--- config.mk ---
export PLATFORM = sky130hd
export DESIGN_NAME = trigger_pulse_generator
export DESIGN_NICKNAME = d
export VERILOG_FILES = /design/src/rtl/trigger_pulse_generator.sv
export SDC_FILE = /design/constraint.sdc
export NUM_CORES = 1
export LEC_CHECK = 0
export ABC_AREA = 1
export CORE_MARGIN = 1.5
export CORE_UTILIZATION = 38
export CTS_BUF_LIST = sky130_fd_sc_hd__clkbuf_2
export CTS_CLUSTER_SIZE = 14
export DETAILED_ROUTE_END_ITERATION = 7
export GPL_TIMING_DRIVEN = 0
export PLACE_DENSITY_LB_ADDON = 0.05
export SLEW_MARGIN = 20
export SYNTH_ARGS = -nofsm -noshare
export SYNTH_HDL_FRONTEND = slang
export SYNTH_SLANG_ARGS = --single-unit
--- constraint.sdc ---
create_clock -name clk_usb -period 2.25 [get_ports clk_usb]
set_input_delay 0.45 -clock clk_usb [delete_from_list [all_inputs] [get_ports clk_usb]]
set_output_delay 0.45 -clock clk_usb [all_outputs]
set_load 0.01 [all_outputs]
--- src/rtl/trigger_pulse_generator.sv ---
// Pulse output stage: turns a single-cycle trigger into one pulse with
// programmable delay, width and polarity, configured over the serial register bus.
module trigger_pulse_generator #(
  parameter int         DELAY_BITS      = 24,
  parameter int         WIDTH_BITS      = 16,
  parameter int         COUNT_BITS      = 16,
  parameter logic [7:0] PULSE_GEN_CFG   = 8'h70,
  parameter logic [7:0] PULSE_GEN_DELAY = 8'h71,
  parameter logic [7:0] PULSE_GEN_WIDTH = 8'h72,
  parameter logic [7:0] PULSE_GEN_COUNT = 8'h73
) (
  input  logic        clk_usb,
  input  logic        reset,
  input  logic [7:0]  reg_cmd,
  input  logic [15:0] reg_bytecount,
  input  logic [7:0]  reg_data_in,
  output logic [7:0]  reg_data_out,
  input  logic        reg_read,
  input  logic        reg_write,
  input  logic        trigger_in,
  output logic        pulse_out,
  output logic        busy
);

  localparam int DELAY_BYTES = DELAY_BITS / 8;
  localparam int WIDTH_BYTES = WIDTH_BITS / 8;
  localparam int COUNT_BYTES = COUNT_BITS / 8;

  localparam logic [DELAY_BITS-1:0] DELAY_ONE = DELAY_BITS'(1);
  localparam logic [WIDTH_BITS-1:0] WIDTH_ONE = WIDTH_BITS'(1);
  localparam logic [COUNT_BITS-1:0] COUNT_ONE = COUNT_BITS'(1);

  typedef enum logic [1:0] {
    ST_IDLE,
    ST_DELAY,
    ST_PULSE
  } state_t;

  state_t                 state_q, state_d;
  logic                   trigPrev_q;
  logic [2:0]             cfg_q, cfg_d;
  logic                   armed_q, armed_d;
  logic [DELAY_BITS-1:0]  delay_q, delay_d;
  logic [WIDTH_BITS-1:0]  width_q, width_d;
  logic [COUNT_BITS-1:0]  count_q, count_d;
  logic [DELAY_BITS-1:0]  delayCnt_q, delayCnt_d;
  logic [WIDTH_BITS-1:0]  widthCnt_q, widthCnt_d;
  logic                   pulseOut_q;
  logic                   busy_q;

  logic                   armStrobe;
  logic                   disarm;
  logic                   triggerEvent;
  logic [WIDTH_BITS-1:0]  widthLoad;

  assign triggerEvent = trigger_in & ~trigPrev_q;
  assign widthLoad    = (width_q == '0) ? WIDTH_ONE : width_q;

  always_comb begin
    cfg_d     = cfg_q;
    delay_d   = delay_q;
    width_d   = width_q;
    armStrobe = 1'b0;
    if (reg_write) begin
      case (reg_cmd)
        PULSE_GEN_CFG: begin
          if (reg_bytecount == 16'd0) begin
            cfg_d     = reg_data_in[2:0];
            armStrobe = reg_data_in[3];
          end
        end
        PULSE_GEN_DELAY: begin
          for (int i = 0; i < DELAY_BYTES; i++)
            if (reg_bytecount == 16'(i)) delay_d[8*i +: 8] = reg_data_in;
        end
        PULSE_GEN_WIDTH: begin
          for (int i = 0; i < WIDTH_BYTES; i++)
            if (reg_bytecount == 16'(i)) width_d[8*i +: 8] = reg_data_in;
        end
        default: ;
      endcase
    end
  end

  // EN is taken from the post-write value so clearing it aborts in the same cycle.
  always_comb begin
    state_d    = state_q;
    delayCnt_d = delayCnt_q;
    widthCnt_d = widthCnt_q;
    count_d    = count_q;
    disarm     = 1'b0;
    case (state_q)
      ST_IDLE: begin
        if (triggerEvent && cfg_q[0] && armed_q) begin
          delayCnt_d = delay_q;
          widthCnt_d = widthLoad;
          state_d    = (delay_q != '0) ? ST_DELAY : ST_PULSE;
        end
      end
      ST_DELAY: begin
        if (!cfg_d[0]) begin
          state_d = ST_IDLE;
        end else begin
          delayCnt_d = delayCnt_q - DELAY_ONE;
          if (delayCnt_q == DELAY_ONE) state_d = ST_PULSE;
        end
      end
      ST_PULSE: begin
        if (!cfg_d[0]) begin
          state_d = ST_IDLE;
        end else begin
          widthCnt_d = widthCnt_q - WIDTH_ONE;
          if (widthCnt_q == WIDTH_ONE) begin
            state_d = ST_IDLE;
            count_d = count_q + COUNT_ONE;
            disarm  = cfg_q[2];
          end
        end
      end
      default: state_d = ST_IDLE;
    endcase
  end

  // A rearm strobe landing on the one-shot disarm cycle leaves the block armed.
  always_comb begin
    armed_d = armed_q;
    if (disarm)    armed_d = 1'b0;
    if (armStrobe) armed_d = 1'b1;
  end

  always_ff @(posedge clk_usb) begin
    if (reset) begin
      state_q    <= ST_IDLE;
      trigPrev_q <= 1'b0;
      cfg_q      <= '0;
      armed_q    <= 1'b1;
      delay_q    <= '0;
      width_q    <= WIDTH_ONE;
      count_q    <= '0;
      delayCnt_q <= '0;
      widthCnt_q <= '0;
      pulseOut_q <= 1'b0;
      busy_q     <= 1'b0;
    end else begin
      state_q    <= state_d;
      trigPrev_q <= trigger_in;
      cfg_q      <= cfg_d;
      armed_q    <= armed_d;
      delay_q    <= delay_d;
      width_q    <= width_d;
      count_q    <= count_d;
      delayCnt_q <= delayCnt_d;
      widthCnt_q <= widthCnt_d;
      pulseOut_q <= (state_d == ST_PULSE) ^ cfg_d[1];
      busy_q     <= (state_d != ST_IDLE);
    end
  end

  always_comb begin
    reg_data_out = 8'h00;
    if (reg_read) begin
      case (reg_cmd)
        PULSE_GEN_CFG: begin
          if (reg_bytecount == 16'd0)
            reg_data_out = {busy_q, armed_q, 3'b000, cfg_q};
        end
        PULSE_GEN_DELAY: begin
          for (int i = 0; i < DELAY_BYTES; i++)
            if (reg_bytecount == 16'(i)) reg_data_out = delay_q[8*i +: 8];
        end
        PULSE_GEN_WIDTH: begin
          for (int i = 0; i < WIDTH_BYTES; i++)
            if (reg_bytecount == 16'(i)) reg_data_out = width_q[8*i +: 8];
        end
        PULSE_GEN_COUNT: begin
          for (int i = 0; i < COUNT_BYTES; i++)
            if (reg_bytecount == 16'(i)) reg_data_out = count_q[8*i +: 8];
        end
        default: ;
      endcase
    end
  end

  assign pulse_out = pulseOut_q;
  assign busy      = busy_q;

endmodule

==> out/metrics.json <==
{
  "run_status": "finished with violations",
  "violations": "setup timing",
  "die-area_sq_um": 18300,
  "antenna_violating_nets_post_route": 0,
  "syn_inst": 1028,
  "clock_buffers_created_by_tritoncts": 9,
  "timing_worst_setup_path_type": "in -> out",
  "leakagePower_nw": 3.52,
  "postSynthNetCount": 1070,
  "max_cap_viol_count": 0,
  "clock_insertion_delay_at_the_later_pin_of_the_skew_report_ns": 0.69,
  "critical_path.endpoint_type": "output pin",
  "timing.final.max_slew_violations": 0,
  "detailedPlacementHpwl_mm": 16.5,
  "final_critical_path_setup_slack_ns": -0.110,
  "final.period_utilization_pct": 105,
  "synth_sequential_area_ratio_pct": 31.6,
  "synth_simple_gate_area_share_pct": 35.6,
  "p_per_area_nw_per_um2": 373,
  "clkSlewWorstSetupHoldPaths_ns": 0.36,
  "die_width_um": 135,
  "ctsHtreeMaxLevel": 3,
  "routedWlPerCell_um": 16.3,
  "total_placed_cells_including_tap_cells": 1298,
  "synth_fa_ha_area_share_pct": 0.939,
  "globalRoute.totalOverflow": 0,
  "post_synth_edffs": 0,
  "synth_area_leaders": "dfxtp_1 (32%), nand2_1 (10%), nor2_1 (9.8%)",
  "dpl-instance-area_sq_um": 7390,
  "initial_standard_cell_utilization_of_the_core_pct": 38.6,
  "dr.first_iter.drc_count": 483,
  "top_area_cell_type_share_of_the_netlist_area_pct": 31.6,
  "worstSetupStartpointType": "input pin",
  "vias_in_the_first_global_route": 6666,
  "final_cell_area_sq_um": 8050,
  "post_drt_via_cell_ratio": 5.16,
  "area_grow_syn2layout_pct": 20.8,
  "detail_route.wirelength_mm": 21.9,
  "path_type_of_the_worst_min_delay_path": "in -> reg",
  "grt_start_max_net_pins": 21,
  "numPortBuffers": 45,
  "grt_setup_unrepaired": "yes",
  "synth_top_family_by_area": "simple AND/OR/NAND/NOR gates",
  "synthMuxAreaShare_pct": 0,
  "vias": 6945,
  "track_usage_pct": 24.9,
  "hp-start": "reset",
  "design.core.area_sq_um": 17200,
  "floorplan.rows": 48,
  "antenna_violations_before_repair": 1,
  "compound_gate_portion_of_the_synthesized_area_pct": 18.1,
  "timing.critical_path.required_ns": 1.80,
  "worstSetupStartpoint": "reg_bytecount[15]",
  "final.setup.tns_ns": -0.659,
  "path_max_fanout": 5,
  "synth.distinct_cells": 41,
  "post_synthesis_cell_type_with_the_largest_combined_area": "dfxtp_1",
  "timing.clock.skew_ns": 0.0624,
  "ir_drop_v": 0.000221,
  "tritoncts": "built",
  "synth_xor_area_share_pct": 3.42,
  "layout-drive-gt1-share_pct": 20.6,
  "synth_ff_type": "dfxtp_1",
  "finalHoldViolCount": 0,
  "tightest_slew_ns": 0.661,
  "fp.dieH_um": 135,
  "final_nets": 1155,
  "drtPass1Iterations": 6,
  "final_cell_count_no_fill": 1345,
  "yosys_warnings": 0,
  "slew-limit-headroom_pct": 55.9,
  "first_pass_grt_wire_length_mm": 35.2,
  "pin_count": 47,
  "count_of_endpoints_failing_setup_in_the_final_report": 8,
  "mappedNetlistArea_sq_um": 6660,
  "placer_s_final_routability_congestion_estimate": 0.916,
  "final.min_clock_period_ns": 2.36,
  "achievable-frequency_ghz": 0.424,
  "drcViolationCount": 0,
  "critPathArrivalTime_ns": 1.91,
  "async_reset_ff_share_pct": 0,
  "cts-root-buf": "clkbuf_2",
  "clock-sinks": 105,
  "avgSynthCellArea_sq_um": 6.48,
  "timing.rr.start": "state_q[1]",
  "synth-seq-cells": 105,
  "clock_path_buffers": 2
}
[metal layers]
layer	share of wire, %	GRT usage [%]
met3	4.0	4.71
met4	1.3	5.62
met2	46	41.3
met5	0	0
met1	48	33.4
[worst max-delay path, stage by stage]
cell and delay (ns):
buf_6 0.09, nor2_4 0.09, nand2_2 0.06, nor2_4 0.16, nand2_2 0.10, buf_12 0.15
clkbuf_8 0.15, o21ai_2 0.13, o211ai_1 0.13, nand3_1 0.11, nor2_1 0.06, nor2_1 0.09
buf_2 0.14
[synthesized netlist by cell type, types with 6 or more instances]
cell type	instances
nand2_1	180
nor2_1	174
a211oi_1	10
nor2_4	6
xor2_1	23
nor2_2	6
inv_1	112
nand4_1	25
buf_2	7
o211ai_1	16
o21ai_0	113
nor3_1	17
dfxtp_1	105
nand3_1	77
a21oi_1	55
nand2_2	13
clkbuf_1	23
a21oi_2	10
[placed cells by master (no fill, tap or decap), types with 3 or more instances in the layout]
cell / count
nand2_1: 172
nor2_1: 158
inv_1: 98
o21ai_0: 95
dfxtp_1: 84
nand3_1: 68
a21oi_1: 55
buf_4: 29
nand4_1: 25
xor2_1: 23
buf_2: 20
buf_6: 19
clkbuf_1: 18
nand2_2: 18
nor3_1: 17
nor2_4: 17
o211ai_1: 16
inv_2: 16
dfxtp_2: 16
clkdlybuf4s50_1: 13
o21ai_2: 12
nor2_2: 11
a211oi_1: 10
a21oi_2: 10
clkbuf_2: 9
o21ai_1: 8
nand2_4: 7
nand3_2: 7
dlygate4sd2_1: 7
ha_1: 5
dfxtp_4: 5
nand3_4: 4
xnor2_1: 3
or2_2: 3
nor4_1: 3
nor3_4: 3
clkbuf_8: 3
[stage by stage]
stage | util (%) | hold slack (ns) | setup WS [ns] | power (mW)
2_1_floorplan | - | 0.450 | 0.144 | 1.96
3_3_place_gp | 42.9 | 0.467 | -1.11 | 2.06
3_5_place_dp | 42.9 | 0.473 | -1.11 | 2.06
4_1_cts | 45.7 | 0.109 | -0.125 | 3.02
5_1_grt | 46.7 | 0.0715 | -0.198 | 3.11
6_report | 46.7 | 0.120 | -0.110 | 3.00
[final timing paths]
| kind | endpoint | slack, ns | cells past startpoint |
|---|---|---|---|
| worst min-delay path | width_q[6] | 0.12 | 2 |
| worst max-delay path | reg_data_out[2] | -0.11 | 13 |
| worst max register to register | widthCnt_q[5] | 0.15 | 7 |
| worst min register to register | count_q[7] | 0.49 | 2 |
[layout make-up]
class	instances	area, sq um
diodes	2	5.00
repair buffers	75	627
clock buffers	9	45.0
clock inverters	7	72.6
plain buffers	41	310
fillers	1820	9190
flip-flops and latches	105	2140
multi-input cells	764	4120
inverters	117	449
well taps	225	282
[flip-flops by register name, indices dropped and copies added, names as in the netlist]
| signal | cells |
|---|---|
| armed_q | 1 |
| busy | 1 |
| cfg_q | 3 |
| count_q | 16 |
| delayCnt_q | 24 |
| delay_q | 24 |
| pulse_out | 1 |
| state_q | 2 |
| trigPrev_q | 1 |
| widthCnt_q | 16 |
| width_q | 16 |
[logic make-up (layout without fill, tap and decap cells)]
family	count (synthesis)	after routing
compound gates	215	215
xor+xnor	26	26
fa+ha+maj	5	5
buf+inv	159	249
flops	105	105
other cells	0	2
simple gates	518	518
[power breakdown]
part           total [mW]  leakage, nW  internal, mW  switching (mW)
Sequential           1.87        0.857          1.87        0.000223
Clock               0.962       0.0693         0.183           0.778
Combinational       0.174         2.59        0.0719           0.102
Total                3.00         3.52          2.12           0.881
[timing repair]
action                                  CTS  global route
pin swaps                                47            33
setup buffers                            20             6
endpoints found under the setup margin    8             8
hold buffers                              0             0
gates cloned                              4             0
resized for setup                       205            42
Note: power is estimated with default switching activity, not from simulation.
